--- src/rtl/fp_sub_arb_pkg.sv ---
// fp_sub_arb_pkg: shared types and helpers for the FP32 subtract-core arbiter.
//   FP32_W          operand / result width
//   DEF_SUB_LATENCY default latency of the shared subtract core
//   MAX_REQ         largest supported requester count
//   tag_t           in-flight tag {valid, requester id}
//   rr_pick         round-robin one-hot pick from a valid vector and pointer
package fp_sub_arb_pkg;

  localparam int unsigned FP32_W          = 32;
  localparam int unsigned DEF_SUB_LATENCY = 11;
  localparam int unsigned MAX_REQ         = 8;
  localparam int unsigned TAG_ID_W        = 3;

  // The id field is sized for the largest supported requester count so
  // one tag type serves every NUM_REQ setting.
  typedef struct packed {
    logic                valid;
    logic [TAG_ID_W-1:0] id;
  } tag_t;

  // First asserted bit at or after ptr, wrapping modulo n.
  function automatic logic [MAX_REQ-1:0] rr_pick(
    input logic [MAX_REQ-1:0]  valid,
    input logic [TAG_ID_W-1:0] ptr,
    input int unsigned         n
  );
    logic [MAX_REQ-1:0] g;
    logic               found;
    int unsigned        idx;
    g     = '0;
    found = 1'b0;
    for (int unsigned k = 0; k < MAX_REQ; k++) begin
      if (k < n) begin
        idx = (32'(ptr) + k) % n;
        if (!found && valid[idx[TAG_ID_W-1:0]]) begin
          g[idx[TAG_ID_W-1:0]] = 1'b1;
          found                = 1'b1;
        end
      end
    end
    return g;
  endfunction

endpackage

--- src/rtl/fp_sub_tag_pipe.sv ---
// fp_sub_tag_pipe: DEPTH-deep shift register of tags running alongside the
// subtract core so each result can be routed back to its issuer.
//   clk, rst   clock, asynchronous active-high reset (clears all tags)
//   tag_in     tag entering stage 0
//   tag_out    tag at the last stage
//   any_valid  OR of all stage valid bits
module fp_sub_tag_pipe
  import fp_sub_arb_pkg::*;
#(
  parameter int unsigned DEPTH = DEF_SUB_LATENCY
) (
  input  logic clk,
  input  logic rst,
  input  tag_t tag_in,
  output tag_t tag_out,
  output logic any_valid
);

  tag_t stage [DEPTH];

  always_ff @(posedge clk or posedge rst) begin
    if (rst) begin
      for (int unsigned i = 0; i < DEPTH; i++) stage[i] <= '0;
    end else begin
      stage[0] <= tag_in;
      for (int unsigned i = 1; i < DEPTH; i++) stage[i] <= stage[i-1];
    end
  end

  always_comb begin
    any_valid = 1'b0;
    for (int unsigned i = 0; i < DEPTH; i++) any_valid = any_valid | stage[i].valid;
    tag_out = stage[DEPTH-1];
  end

endmodule

--- src/rtl/fp_sub_arbiter.sv ---
// fp_sub_arbiter: round-robin sharing of one pipelined FP32 subtract core
// among NUM_REQ requesters; results return in issue order to the issuer.
//   clk, rst    clock, asynchronous active-high reset
//   req_valid   per-requester operand valid
//   req_ready   per-requester grant, one-hot or zero
//   req_a/req_b per-requester minuend/subtrahend, slice i = [32*i+31:32*i]
//   core_a/b    registered operands to the core
//   core_res    core result, SUB_LATENCY cycles after core_a/core_b
//   res_valid   one-hot result strobe; res_data registered result
//   busy        any operation in flight (issue reg, tag pipe, output stage)
// Optional (macro FP_SUB_ARB_STATS_EN):
//   grant_cnt   per-requester saturating accept counters, 16 bits each
//   stall_cnt   saturating count of cycles with a valid requester not granted
module fp_sub_arbiter
  import fp_sub_arb_pkg::*;
#(
  parameter int unsigned NUM_REQ     = 4,
  parameter int unsigned SUB_LATENCY = DEF_SUB_LATENCY,
  parameter int unsigned ID_W        = $clog2(NUM_REQ)
) (
  input  logic                        clk,
  input  logic                        rst,
  input  logic [NUM_REQ-1:0]          req_valid,
  output logic [NUM_REQ-1:0]          req_ready,
  input  logic [NUM_REQ*FP32_W-1:0]   req_a,
  input  logic [NUM_REQ*FP32_W-1:0]   req_b,
  output logic [FP32_W-1:0]           core_a,
  output logic [FP32_W-1:0]           core_b,
  input  logic [FP32_W-1:0]           core_res,
  output logic [NUM_REQ-1:0]          res_valid,
  output logic [FP32_W-1:0]           res_data,
  output logic                        busy
`ifdef FP_SUB_ARB_STATS_EN
  ,
  output logic [NUM_REQ*16-1:0]       grant_cnt,
  output logic [15:0]                 stall_cnt
`endif
);

  logic [ID_W-1:0]    ptr;
  logic [MAX_REQ-1:0] valid_ext;
  logic [MAX_REQ-1:0] pick;
  logic [NUM_REQ-1:0] grant;
  logic [ID_W-1:0]    win_id;
  logic               accept;
  tag_t               issue_tag;
  tag_t               last_tag;
  logic               pipe_any;
  logic               unused_pick;

  // Grant is forced low during reset so req_ready reads 0 while rst is held.
  always_comb begin
    valid_ext              = '0;
    valid_ext[NUM_REQ-1:0] = req_valid;
    pick                   = rr_pick(valid_ext, TAG_ID_W'(ptr), NUM_REQ);
    grant                  = rst ? '0 : pick[NUM_REQ-1:0];
    accept                 = |grant;
    win_id                 = '0;
    for (int unsigned i = 0; i < NUM_REQ; i++) begin
      if (grant[i]) win_id = ID_W'(i);
    end
  end

  assign unused_pick = ^pick;
  assign req_ready   = grant;

  // Issue stage: operands and their tag are registered together, so the tag
  // pipe lines up with the core input and the result lands SUB_LATENCY+1
  // edges after the accept.
  always_ff @(posedge clk or posedge rst) begin
    if (rst) begin
      ptr       <= '0;
      core_a    <= '0;
      core_b    <= '0;
      issue_tag <= '0;
    end else if (accept) begin
      ptr       <= (win_id == ID_W'(NUM_REQ - 1)) ? '0 : win_id + 1'b1;
      core_a    <= req_a[win_id*FP32_W +: FP32_W];
      core_b    <= req_b[win_id*FP32_W +: FP32_W];
      issue_tag <= '{valid: 1'b1, id: TAG_ID_W'(win_id)};
    end else begin
      issue_tag <= '0;
    end
  end

  fp_sub_tag_pipe #(
    .DEPTH (SUB_LATENCY)
  ) u_tag_pipe (
    .clk       (clk),
    .rst       (rst),
    .tag_in    (issue_tag),
    .tag_out   (last_tag),
    .any_valid (pipe_any)
  );

  always_ff @(posedge clk or posedge rst) begin
    if (rst) begin
      res_valid <= '0;
      res_data  <= '0;
    end else begin
      for (int unsigned i = 0; i < NUM_REQ; i++) begin
        res_valid[i] <= last_tag.valid && (last_tag.id == TAG_ID_W'(i));
      end
      if (last_tag.valid) res_data <= core_res;
    end
  end

  assign busy = issue_tag.valid | pipe_any | (|res_valid);

`ifdef FP_SUB_ARB_STATS_EN
  always_ff @(posedge clk or posedge rst) begin
    if (rst) begin
      grant_cnt <= '0;
      stall_cnt <= '0;
    end else begin
      for (int unsigned i = 0; i < NUM_REQ; i++) begin
        if (grant[i] && (grant_cnt[i*16 +: 16] != 16'hFFFF))
          grant_cnt[i*16 +: 16] <= grant_cnt[i*16 +: 16] + 16'd1;
      end
      if ((|(req_valid & ~grant)) && (stall_cnt != '1))
        stall_cnt <= stall_cnt + 16'd1;
    end
  end
`endif

endmodule

--- config.mk ---
export PLATFORM = sky130hd
export DESIGN_NAME = fp_sub_arbiter
export DESIGN_NICKNAME = d
export VERILOG_FILES = /design/src/rtl/fp_sub_arb_pkg.sv /design/src/rtl/fp_sub_tag_pipe.sv /design/src/rtl/fp_sub_arbiter.sv
export SDC_FILE = /design/constraint.sdc
export NUM_CORES = 1
export LEC_CHECK = 0
export ABC_AREA = 0
export ABC_CLOCK_PERIOD_IN_PS = 26100
export CORE_AREA = 3 3 152 154
export CTS_BUF_LIST = sky130_fd_sc_hd__clkbuf_8 sky130_fd_sc_hd__clkbuf_16
export DETAILED_ROUTE_END_ITERATION = 10
export DIE_AREA = 0 0 155 157
export PLACE_DENSITY = 0.73
export SYNTH_ARGS = -nofsm -noshare
export SYNTH_HDL_FRONTEND = slang
export SYNTH_SLANG_ARGS = --single-unit
export TNS_END_PERCENT = 1
--- constraint.sdc ---
create_clock -name clk -period 26.1 [get_ports clk]
set_input_delay 6.525 -clock clk [delete_from_list [all_inputs] [get_ports clk]]
set_output_delay 6.525 -clock clk [all_outputs]
set_load 0.1 [all_outputs]
# Yosys cells after proc, flatten, opt, wreduce, memory -nomap -nowiden

Cells that the tools add are included.

Shift operators: 2
Mux-type cells: 29
$add $sub $neg: 4
Bitwise operators: 15
Reductions and logical operators: 17
Order comparisons: 8
Eq/ne operators: 4

Operator list:

| operator                                                    | number |
|---|---|
| variable part select 128 x 8 -> 32 bit                      | 2 |
| two-way mux 4 bit                                           | 6 |
| less-than comparator 2 x 4 -> 1 bit (second input constant) | 4 |
| two-way mux 1 bit                                           | 12 |
| bitwise OR 1 bit                                            | 12 |
| bitwise OR 4 bit                                            | 3 |
| logical AND 1 bit                                           | 11 |
| binary-select mux 1 bit (select 2 bit)                      | 4 |
| demux 1 bit (select 2 bit)                                  | 4 |
| >= comparator 2 x 1 -> 1 bit (second input constant)        | 4 |
| OR reduction 4 bit                                          | 2 |
| equality test 3 x 2 -> 1 bit (second input constant)        | 2 |
| two-way mux 2 bit                                           | 3 |
| adder 2 x 1 -> 2 bit (second input constant)                | 2 |
| adder 2 bit (second input constant)                         | 2 |
| equality test 3 x 1 -> 1 bit (second input constant)        | 1 |
| zero test 1 bit                                             | 3 |
| zero test 3 bit                                             | 1 |
| equality test 2 bit (second input constant)                 | 1 |

Flip-flop bits (word level): 150
Word-level logic and storage cells: 108
Output and inout port bits: 105

# Longest topological paths before layout

Word-level depth: 18
Gate-level depth with buffers: 12

# Modules after synthesis

A second synthesis with hierarchy kept.

Cell total of the unflattened synthesis: 548
Area, all modules: 7143.1 µm²

By module, submodules not included:

| module          | sequential area each (µm²) | area each (µm²) | cells each | times used |
|---|---|---|---|---|
| fp_sub_arbiter  | 2627.5                     | 5985.7          | 495        | 1 |
| fp_sub_tag_pipe | 1101.1                     | 1157.4          | 53         | 1 |

# Least setup slack after synthesis

No wires, ideal clock.

Kind: input to output
From: input port rst
To: output port req_ready[2]
Stages: 4
Buffers on the path: 1
Data required time: 19.575 ns
Path slack: 8.187 ns
Data arrival time: 11.388 ns
Cells stage by stage: inv_1 o221ai_1 nand2_1 buf_1

Word-level cells in the longest chain between the ends: 1

RTL lines:

| element            | line                 | source |
|---|---|---|
| start: declaration | fp_sub_arbiter.sv:22 | `input logic rst,` |
| two-way mux 4 bit  | fp_sub_arbiter.sv:56 | `grant = rst ? '0 : pick[NUM_REQ-1:0];` |
| end: declaration   | fp_sub_arbiter.sv:24 | `output logic [NUM_REQ-1:0] req_ready,` |

No other way between the ends.

# Worst setup path after layout

From: input port req_valid[3]
To: output port req_ready[3]

Word-level cells in the longest chain between the ends: 13
Elaborated cells between the ends (all ways): 25

RTL lines:

| element                                 | line                 | source |
|---|---|---|
| start: declaration                      | fp_sub_arbiter.sv:23 | `input logic [NUM_REQ-1:0] req_valid,` |
| binary-select mux 1 bit (select 2 bit)  | fp_sub_arb_pkg.sv:35 | `if (!found && valid[idx[TAG_ID_W-1:0]]) begin` |
| two-way mux 1 bit (implied by the code) | fp_sub_arb_pkg.sv:35 |  |
| two-way mux 1 bit                       | fp_sub_arb_pkg.sv:35 |  |
| zero test 1 bit                         | fp_sub_arb_pkg.sv:35 |  |
| logical AND 1 bit                       | fp_sub_arb_pkg.sv:35 |  |
| two-way mux 1 bit                       | fp_sub_arb_pkg.sv:35 |  |
| zero test 1 bit                         | fp_sub_arb_pkg.sv:35 |  |
| logical AND 1 bit                       | fp_sub_arb_pkg.sv:35 |  |
| two-way mux 1 bit                       | fp_sub_arb_pkg.sv:35 |  |
| zero test 1 bit                         | fp_sub_arb_pkg.sv:35 |  |
| logical AND 1 bit                       | fp_sub_arb_pkg.sv:35 |  |
| two-way mux 4 bit *                     | fp_sub_arb_pkg.sv:35 |  |
| two-way mux 4 bit *                     | fp_sub_arbiter.sv:56 |  |

Mark *: on every way between the ends. The rest lies on a longest branch, timed or not. The select of a mux whose other input is x is not followed.

==> flow_results.org <==
** Outcome
- The run finished with clean final reports.

** GRT
- Wire length of the first global-routing pass :: 39600 um
- The number of global-route vias before repair is 7083.
- Initial antenna violation count :: 3
- Global Route Usage Sum :: 20.6%
- Largest net degree at the start of global routing :: 77
- Total congestion overflow after global routing :: 0

** Synth
- Post-synth top area share :: 46.5%
- Post-synthesis instance area :: 7420 um^2
- Xor and xnor fraction of the mapped netlist area :: 0%
- The largest total area in the synthesized netlist belongs to dfrtp_1.
- Number of warnings issued by yosys :: 0
- Synthesis inferred 138 register bits.
- Post-Syn Nets :: 980
- Synthesized area per cell :: 10.9 um^2
- In this run, synthesis inferred 0 flip-flops with an integrated enable.
- After synthesis, flip-flops and latches occupy 46.5% of the total area.
- Share of flip-flops with an asynchronous set or reset :: 100%
- Compound-Gate Fraction of Synth Area :: 24.5%
- Of the total synthesized cell area, the portion taken by AND, OR, NAND and NOR gates is 2.24%.
- Fraction of synthesized area in multiplexers :: 14.7%
- Post-synthesis adder-cell area fraction :: 1.35%
- Syn Inst Count :: 678
- Most frequent cell after synthesis :: dfrtp_1
- The netlist uses 37 different library cells.
- By area the synthesized netlist is led by dfrtp_1 (47%), mux2i_1 (8.6%), o221ai_2 (8.1%), inv_1 (6.7%), a211oi_1 (6.5%).
- Dominant synthesized flop cell :: dfrtp_1
- Ranked by instance count, the synthesized netlist is headed by dfrtp_1 (138), inv_1 (133), a211oi_1 (64), a31oi_1 (64), mux2i_1 (64).
- By area, the combinational part of the netlist is dominated by compound AO/OA/AOI/OAI gates.

** Worst setup path
- For the worst setup path, the data arrival time is 10.32 ns.
- CP dominant cell by count :: clkdlybuf4s50_1
- The number of buffers and inverters on the critical path is 3.
- The worst register-to-register path has a setup slack of 21.75 ns.
- Cell-by-cell trace of the critical path :: clkdlybuf4s50_1 -> mux4_2 -> nor2_1 -> nand3_4 -> a21o_2 -> inv_2 -> clkdlybuf4s50_1
- Data required time at the worst endpoint :: 19.58 ns
- Worst flop-to-flop path startpoint :: ptr[0]
- Along the worst path, the maximum fanout reaches 65.
- The worst setup path is captured at an output port.
- Largest delay contributor family on the critical path :: buffers and inverters
- The critical path is of the primary input to output port type.
- On the worst path, the slowest cell contributes a delay of 1.13 ns.
- Worst flop-to-flop path endpoint :: core_b[27]
- Slowest stage cell on the critical path :: clkdlybuf4s50_1
- Length in cells of the worst reg-to-reg path :: 9
- Crit path launch type :: primary input

** Min path
- Min-Delay Path Class :: flip-flop to flip-flop
- The worst hold path terminates at u_tag_pipe.stage[16].
- Worst hold start :: u_tag_pipe.stage[20]
- Number of instances on the worst hold path :: 0

** Detailed routing
- After detailed routing, no signal wire sits above met4.
- The routed design uses 2110 um of met3 wire.
- After detailed routing, the number of remaining DRC violations is 0.
- The final layout contains routed wiring with a total length of 26100 um.
- Length of routed wiring on met1 :: 10300 um
- Met2 routed WL :: 13400 um
- The detailed router placed 6830 vias in this run.
- Wire length per cell :: 19.5 um
- The first detailed-routing pass ran for 5 iterations.
- Number of routed nets with antenna violations :: 0
- First DRT Iteration DRCs :: 227
- Via count normalized by instance count :: 5.10

** Finish
- Relative to the synthesized area, the layout overhead comes to 64.2%.
- Of the cells placed in the final design, the portion with a size suffix greater than 1 is 12.2%.
- At the end of the flow, the number of nets in the layout was 1344.
- The filler cells instantiated in the layout total 1945.
- Sequential Area :: 3450 um^2
- In the final layout, the multi-input gates occupy 3210 um^2.

** Floorplan
- Core area :: 21800 um^2
- Effective utilization at floorplan :: 34.0%
- Die width :: 155 um
- Total die area :: 24300 um^2
- Vertical extent of the die :: 157 um
- Pin placement for this block handled 399 I/O pins.
- Placement Rows :: 54

** Clock tree
- In this run the number of H-tree levels came out at 4.
- After clock tree synthesis, the clock-pin slew on the worst setup and hold paths is 0.07 ns.
- The clock reaches the later pin of the worst-skew pair after 0.41 ns.
- Num CTS Buffers :: 17
- Clock Root Buffer :: clkbuf_16
- TritonCTS clock tree :: done
- CTS sink count :: 138
- Cts repair resizes :: 0
- The number of hold buffers added after CTS was 0.
- Setup repair bufs after CTS :: 0
- The clock passes through at most 2 buffers.

** Timing
- The worst path in the final design needs a cycle of 16.85 ns, including I/O delays and setup.
- In this run the tightest slew margin relative to its limit is 27.9%.
- The max-slew violation count was 0.
- Portion of the clock cycle consumed by the worst path in the final layout :: 64.5%
- Number of endpoints failing setup at the final stage :: 0
- On the final layout, the worst clock skew is 0.0113 ns.
- The number of failing hold endpoints at the final stage is 0.
- Setup repair after global routing left no endpoint under its margin.
- Worst Tran Pin Value :: 1.08 ns
- F_max :: 59.4 MHz
- Adding up every negative setup slack in the final design gives 0 ns.

** Placed design
- The count of buffers added on input and output ports is 398.
- Placed wire-length estimate after detailed placement :: 18800 um
- Routability cong. :: 0.789

** Job
- Max-cap violations :: 0
==> metal layers <==
metal / track usage [%] / vias to the layer above
li1: - / 3239
met3: 5.91 / 25
met5: 0 / -
met4: 5.47 / 0
met1: 25.2 / 3269
met2: 35.8 / 297
==> stage by stage <==
stage | hold WS, ns | util, % | instances | instance area, um^2 | setup slack [ns]
after detailed placement | 0.336 | 53.0 | 1303 | 11600 | 9.29
after global placement | 0.334 | 53.0 | 1303 | 11600 | 9.40
after global routing | 0.354 | 55.9 | 1338 | 12200 | 9.10
final | 0.347 | 55.9 | 1338 | 12200 | 9.25
after CTS | 0.348 | 55.8 | 1335 | 12200 | 9.28
after floorplan | 0.331 | - | 678 | 7420 | 8.19
==> sequential cells by signal, summed over array words and instances (netlist names) <==
name	count
core_a	32
core_b	32
issue_tag	3
ptr	2
res_data	32
res_valid	4
u_tag_pipe.stage	30
u_tag_pipe.tag_out	3
==> logic make-up (layout without fill, tap and decap cells) <==
kind of cell | count (synthesis) | after routing
AO/OA/AOI/OAI | 208 | 208
buffers and inverters | 196 | 573
flip-flops | 138 | 138
multiplexers | 100 | 100
AND/OR/NAND/NOR | 28 | 28
adder cells (fa/ha/maj) | 8 | 8
other | 0 | 3
==> cell usage in the layout (no fill, tap or decap), types with 2 or more instances in the layout <==
cell type          n
clkdlybuf4s50_1  397
dfrtp_1          138
inv_1            132
mux2i_1           64
a211oi_1          64
a31oi_1           64
o221ai_2          40
mux2_2            32
o221ai_1          25
clkbuf_16         17
ha_1               8
buf_4              8
inv_6              7
mux4_2             4
a21oi_1            4
nor4_1             4
diode_2            3
nor2b_1            3
nor2_1             3
nand3_1            3
nand2_1            3
inv_8              3
nand4_1            2
and3b_1            2
a21o_1             2
nor3b_1            2
inv_2              2
and3_1             2
clkinvlp_4         2
bufinv_16          2
==> how the worst max path moves through the flow <==
| stage | startpoint | endpoint | slack [ns] | cells past startpoint |
|---|---|---|---|---|
| 5_1_grt | req_valid[3] | req_ready[3] | 9.10 | 7 |
| 6_report | req_valid[3] | req_ready[3] | 9.25 | 7 |
| 3_3_place_gp | req_valid[3] | req_ready[3] | 9.40 | 7 |
| 2_1_floorplan | rst | req_ready[2] | 8.19 | 4 |
| 4_1_cts | req_valid[3] | req_ready[3] | 9.28 | 7 |
| 3_5_place_dp | req_valid[3] | req_ready[3] | 9.29 | 7 |
==> worst reg2reg max path, delay by kind of cell (launching register included) <==
family	cells	cell delay, ns
and+or+nand+nor	3	1.87
AOI/OAI and AO/OA	2	0.71
DFF	1	0.59
muxes	1	0.39
adders and majority gates	1	0.36
buffers and inverters	2	0.27
==> cell type report <==
cell class | instances | share of cell area [%]
Timing Repair Buffer | 406 | 33.1
Clock buffer | 18 | 3.60
Antenna cell | 3 | 0.0616
Sequential cell | 138 | 28.3
Multi-Input combinational cell | 344 | 26.4
Inverter | 135 | 4.20
Clock inverter | 14 | 1.46
Tap cell | 280 | 2.87
Power is not shown: default switching activity piles up to over one toggle a cycle in this logic, so the estimate is an artifact.
